[config.mk]
export PLATFORM = sky130hd
export DESIGN_NAME = layer_output_writer
export DESIGN_NICKNAME = d
export VERILOG_FILES = /design/src/rtl/layer_output_writer.sv
export SDC_FILE = /design/constraint.sdc
export NUM_CORES = 1
export LEC_CHECK = 0
export BUFFER_PORTS_ARGS = -buffer_cell sky130_fd_sc_hd__buf_2
export CORE_ASPECT_RATIO = 1.25
export CORE_MARGIN = 3
export CORE_UTILIZATION = 45
export DETAILED_ROUTE_END_ITERATION = 8
export PLACE_DENSITY_LB_ADDON = 0.05
export SKIP_LAST_GASP = 1
export SLEW_MARGIN = 20
export SYNTH_ARGS = -nofsm -noshare
export SYNTH_HDL_FRONTEND = slang
export SYNTH_SLANG_ARGS = --single-unit
export TNS_END_PERCENT = 1
[constraint.sdc]
create_clock -name clk -period 3.8 [get_ports clk]
set_input_delay 0.76 -clock clk [delete_from_list [all_inputs] [get_ports clk]]
set_output_delay 0.76 -clock clk [all_outputs]
set_load 0.005 [all_outputs]
[src/rtl/layer_output_writer.sv]
// Layer output writer: snapshots a flat result vector and streams it into BRAM,
// then optionally reads the region back and counts mismatching words.
module layer_output_writer #(
    parameter int NUM_WORDS  = 8,
    parameter int W          = 8,
    parameter int ADDR_WIDTH = 15,
    parameter int BASE_ADDR  = 12288,
    parameter int RD_LAT     = 2,
    parameter int VERIFY     = 1
) (
    input  logic                   clk,
    input  logic                   rst,
    input  logic                   start,
    input  logic [NUM_WORDS*W-1:0] data_in,
    output logic                   bram_en,
    output logic                   bram_wen,
    output logic                   bram_ren,
    output logic [ADDR_WIDTH-1:0]  bram_addr,
    output logic [W-1:0]           bram_din,
    input  logic [W-1:0]           bram_dout,
    output logic                   busy,
    output logic                   done,
    output logic                   verify_err,
    output logic [ADDR_WIDTH:0]    err_count
);

    localparam int IW = (NUM_WORDS > 1) ? $clog2(NUM_WORDS) : 1;
    localparam int PL = (RD_LAT > 0) ? RD_LAT : 1;
    localparam int DW = (PL > 1) ? $clog2(PL) : 1;
    localparam int EW = ADDR_WIDTH + 1;

    localparam logic [IW-1:0]         LAST_IDX = IW'(NUM_WORDS - 1);
    localparam logic [DW-1:0]         LAST_DRN = DW'(PL - 1);
    localparam logic [ADDR_WIDTH-1:0] BASE     = ADDR_WIDTH'(BASE_ADDR);
    localparam logic [EW-1:0]         ERR_MAX  = EW'(NUM_WORDS);

    typedef enum logic [2:0] {
        S_IDLE,
        S_WRITE,
        S_VERIFY,
        S_DRAIN,
        S_DONE
    } state_t;

    state_t                 state, state_n;
    logic [IW-1:0]          idx, idx_n;
    logic [DW-1:0]          drn, drn_n;
    logic [NUM_WORDS*W-1:0] snap;
    logic                   load;
    logic                   en_n, wen_n, ren_n, busy_n, done_n;
    logic [W-1:0]           din_n;
    logic [PL-1:0]          pv;
    logic [IW-1:0]          pidx [PL];
    logic                   hit;
    logic [EW-1:0]          err_n;

    // State register plus word/drain counters
    always_ff @(posedge clk or posedge rst) begin
        if (rst) begin
            state <= S_IDLE;
            idx   <= '0;
            drn   <= '0;
        end else begin
            state <= state_n;
            idx   <= idx_n;
            drn   <= drn_n;
        end
    end

    // Next state and next (to-be-registered) BRAM/status outputs
    always_comb begin
        state_n = state;
        idx_n   = idx;
        drn_n   = drn;
        load    = 1'b0;
        en_n    = 1'b0;
        wen_n   = 1'b0;
        ren_n   = 1'b0;
        busy_n  = 1'b0;
        done_n  = 1'b0;
        din_n   = '0;
        unique case (state)
            S_IDLE, S_DONE: begin
                done_n = (state == S_DONE);
                if (start) begin
                    load    = 1'b1;
                    state_n = S_WRITE;
                    idx_n   = '0;
                    en_n    = 1'b1;
                    wen_n   = 1'b1;
                    busy_n  = 1'b1;
                    done_n  = 1'b0;
                    din_n   = data_in[W-1:0];
                end
            end
            S_WRITE: begin
                if (idx == LAST_IDX) begin
                    if (VERIFY != 0) begin
                        state_n = S_VERIFY;
                        idx_n   = '0;
                        en_n    = 1'b1;
                        ren_n   = 1'b1;
                        busy_n  = 1'b1;
                    end else begin
                        state_n = S_DONE;
                        done_n  = 1'b1;
                    end
                end else begin
                    idx_n  = idx + 1'b1;
                    en_n   = 1'b1;
                    wen_n  = 1'b1;
                    busy_n = 1'b1;
                    din_n  = snap[int'(idx_n)*W +: W];
                end
            end
            S_VERIFY: begin
                en_n   = 1'b1;
                busy_n = 1'b1;
                if (idx == LAST_IDX) begin
                    state_n = S_DRAIN;
                    drn_n   = '0;
                end else begin
                    idx_n = idx + 1'b1;
                    ren_n = 1'b1;
                end
            end
            S_DRAIN: begin
                if (drn == LAST_DRN) begin
                    state_n = S_DONE;
                    done_n  = 1'b1;
                end else begin
                    drn_n  = drn + 1'b1;
                    en_n   = 1'b1;
                    busy_n = 1'b1;
                end
            end
            default: state_n = S_IDLE;
        endcase
    end

    // Compare the read returning now against the word it was issued for
    always_comb begin
        hit   = pv[PL-1] && (bram_dout != snap[int'(pidx[PL-1])*W +: W]);
        err_n = err_count;
        if (load)
            err_n = '0;
        else if (hit && err_count != ERR_MAX)
            err_n = err_count + 1'b1;
    end

    // Registered outputs, snapshot and error counter
    always_ff @(posedge clk or posedge rst) begin
        if (rst) begin
            bram_en    <= 1'b0;
            bram_wen   <= 1'b0;
            bram_ren   <= 1'b0;
            bram_addr  <= '0;
            bram_din   <= '0;
            busy       <= 1'b0;
            done       <= 1'b0;
            verify_err <= 1'b0;
            err_count  <= '0;
            snap       <= '0;
        end else begin
            bram_en    <= en_n;
            bram_wen   <= wen_n;
            bram_ren   <= ren_n;
            bram_addr  <= BASE + ADDR_WIDTH'(idx_n);
            bram_din   <= din_n;
            busy       <= busy_n;
            done       <= done_n;
            verify_err <= (state_n == S_DONE) && (err_n != '0);
            err_count  <= err_n;
            if (load)
                snap <= data_in;
        end
    end

    // Per-issue valid/index pipeline matching the BRAM read latency
    always_ff @(posedge clk or posedge rst) begin
        if (rst) begin
            pv <= '0;
            for (int i = 0; i < PL; i++)
                pidx[i] <= '0;
        end else begin
            pv[0]   <= bram_ren;
            pidx[0] <= idx;
            for (int i = 1; i < PL; i++) begin
                pv[i]   <= pv[i-1];
                pidx[i] <= pidx[i-1];
            end
        end
    end

endmodule

==> impl_results.md <==
- Peak supply drop: 0.2964 mV
- Worst Path Required: 4.00 ns
- Placer congestion estimate: 0.8716
- CTS tree: built
- WS Path Type: reg -> reg
- Pins over their slew limit: 0
- Crit Path Max Fanout: 11
- Total leakage power: 0.003325 uW
- DRC violations left: 0
- Die height: about 130 um
- Setup crit end: verify_err
- Post-DR wirelength/cell: 16.15 um
- Vias in the first global route: 4,262
- Initial antenna violation count: 0
- Hold_buf cts: 0
- Pwr Density: 788.5 nW/um^2
- Asr flop ratio synth: 100.0%
- H-tree lvl count: 3
- Root Buffer: clkbuf_16
- Crit-path cells: mux4_2 > mux2i_1 > xor2_1 > o2111ai_2 > or2_1 > and2_4 > or3_1 > a2111oi_2 > a41oi_1
- Yosys warnings: 0
- Final net count: 751
- Run status: finished, final reports clean
- Crit path DAT: 3.66 ns
- Pre-antenna DRT Iters: 4
- CTS max path bufs: 2
- Starting Density: approximately 46%
- Die X: ~110 um
- Yosys cell types: 49
- Clk sinks: approximately 110
- Post-synth top area cell: dfrtp_1
- CP endpoint kind: register
- R2r endpoint: verify_err
- Most common cell after layout, fill and taps aside: nand2_1
- Shortest period the worst path allows: 3.461 ns
- Final core occ: 54.07%
- Rows: 45
- RSZ-0062 raised after global routing: false
- Aggregate global-route resource usage: 19.90%
- Synthesized area: 5653 um^2
- Average vias per placed instance: ~5.2
- Worst slew pin tran: ~0.8 ns
- Core ar.: 12,220 um^2
- Most frequent cells in the layout: 206 x nand2_1, 109 x dfrtp_1, 109 x buf_2
- HP Start: pv[0]
- I/O pin count: 120
- Area delta synth->final: 16.87%
- Setup TNS: 0 ns
- Yosys reg bits: 109
- Hpwl dp: approximately 10,000 um
- Largest net degree at the start of global routing: between 60 and 70
- Final worst-path cycle share: between 90% and 100%
- Post-cts repair resize count: 0
- Post-Synthesis Cells: 575
- DRT iter0 DRCs: 165
- Slew Limit Headroom: 45.54%
- Tot Pwr: 5209 uW
- Routed vias: 4,371
- DIE AREA: 13,950 um^2
- Reg clk slew, reported paths: 0.07 ns
- Final ANT Viol Nets: 0
- Final setup fails: 0
- Mapped Avg Cell Area: 9.831 um^2
- Critical path startpoint: pidx[1]
- CP peak stage delay: around 0.70 ns
- Worst clock skew: 0.006344 ns
- Seq/Total Area, Yosys: approximately half
- Final wirelength: 13,550 um
- First-pass GRT wire length: between 20,000 and 25,000 um
- Cells on worst reg2reg path: 9
- Buffers on Ports: 109
- R2R setup slack: 0.34 ns
- Num CTS Buffers: 9
- Clock latency at the later pin of the worst-skew pair: roughly 0.35 ns
- Hold Crit Class: reg -> reg
- Post-synth EDFFs: 0
- Slowest cell on the critical path: dfrtp_1
- Startpoint types: register
- Synth Flop Type: dfrtp_1
- Launch point of the worst reg-to-reg path: pidx[1]
- Max_cap viols: 0
- Hold Vio Cnt, Final: 0
- Maximum clock frequency: 0.2890 GHz
- Top cells by area, synth: dfrtp_1 48%, nand2_1 14%, mux4_2 10%
- Share of cells above drive strength 1: 25.04%
- Synth top area share: 48.25%
- Grt ovf: 0
- Setup Buffers After CTS: 0
- Antenna diodes: 0
## synth_stat cells (all sizes together), types with 2 or more instances
| library cell | n |
|---|---|
| nor4b | 2 |
| nand2 | 207 |
| a32o | 2 |
| o2111ai | 4 |
| nor2 | 26 |
| a41oi | 2 |
| o211ai | 2 |
| mux2i | 31 |
| inv | 15 |
| xor2 | 13 |
| conb | 2 |
| nand3 | 7 |
| a22oi | 4 |
| nor4 | 3 |
| or3 | 3 |
| nor2b | 3 |
| buf | 19 |
| nand2b | 2 |
| a21oi | 5 |
| nor3 | 3 |
| mux4 | 26 |
| dfrtp | 109 |
| and3 | 5 |
| ha | 6 |
| xnor2 | 8 |
| o21ai | 15 |
| a31oi | 3 |
| clkbuf | 25 |
| nand4 | 3 |
| a221o | 2 |
| and2 | 6 |
## area by class of cell
class	instances	area [um^2]
inverters	15	58.81
flip-flops and latches	109	2728
well taps	164	205.2
fillers	1160	5612
clock buffers	10	229.0
repair buffers	119	620.6
clock inverters	6	87.58
multi-input cells	416	2678
## flip-flops by register name, summed over array words and instances, names as in the netlist, named ones only
name,count
snap,64
done,1
busy,1
pidx,6
bram_addr,1
bram_wen,1
verify_err,1
err_count,16
bram_din,8
drn,1
bram_ren,1
state,3
pv,2
## worst min path at each step
stage	endpoint	depth (start not counted)
floorplan	pidx[0]	0
global placement	pidx[0]	0
detailed placement	pidx[2]	0
CTS	pv[1]	0
global route	pidx[0]	0
finish	pv[1]	0
## metrics by stage
stage | hold WS [ns] | setup WS (ns) | instances | cell area, um^2
2_1_floorplan | 0.3312 | 0.1661 | 584 | 5687
3_3_place_gp | 0.3397 | 0.4963 | 823 | 6290
3_5_place_dp | 0.3386 | 0.3552 | 823 | 6290
4_1_cts | 0.3593 | 0.3271 | 839 | 6606
5_1_grt | 0.3668 | 0.1201 | 839 | 6606
6_report | 0.3571 | 0.3393 | 839 | 6606
## metal layers
metal	wire length [um]	part of all wire (%)	global-route usage [%]
met5	0	0	0
met2	6630	49	31.61
met3	674	5.0	2.162
met4	198	1.5	7.055
met1	6050	45	28.40
## worst max-delay path: cells and delay by family, from the launching register on
kind | cells | cell delay, ns
compound gates | 3 | 0.72
xor+xnor | 1 | 0.19
flops | 1 | 0.70
mux | 2 | 0.75
simple gates | 3 | 0.94
## cells by family after synthesis
logic type	count (synthesis)	synth area share, %
multiplexers	57	15.85
other	2	0.1329
adder cells (fa/ha/maj)	6	1.328
buffers and inverters	59	5.046
XOR/XNOR	21	3.254
AND/OR/NAND/NOR	273	19.85
flip-flops	109	48.25
AO/OA/AOI/OAI	48	6.286
## report_power, final
part / leakage, uW / switching (uW) / internal [uW]
sequential: 0.00138 / 403 / 1610
clock: 0.000145 / 430 / 577
combinational: 0.00180 / 1080 / 1110
total: 0.00333 / 1910 / 3290
(Power assumes the default switching activity.)
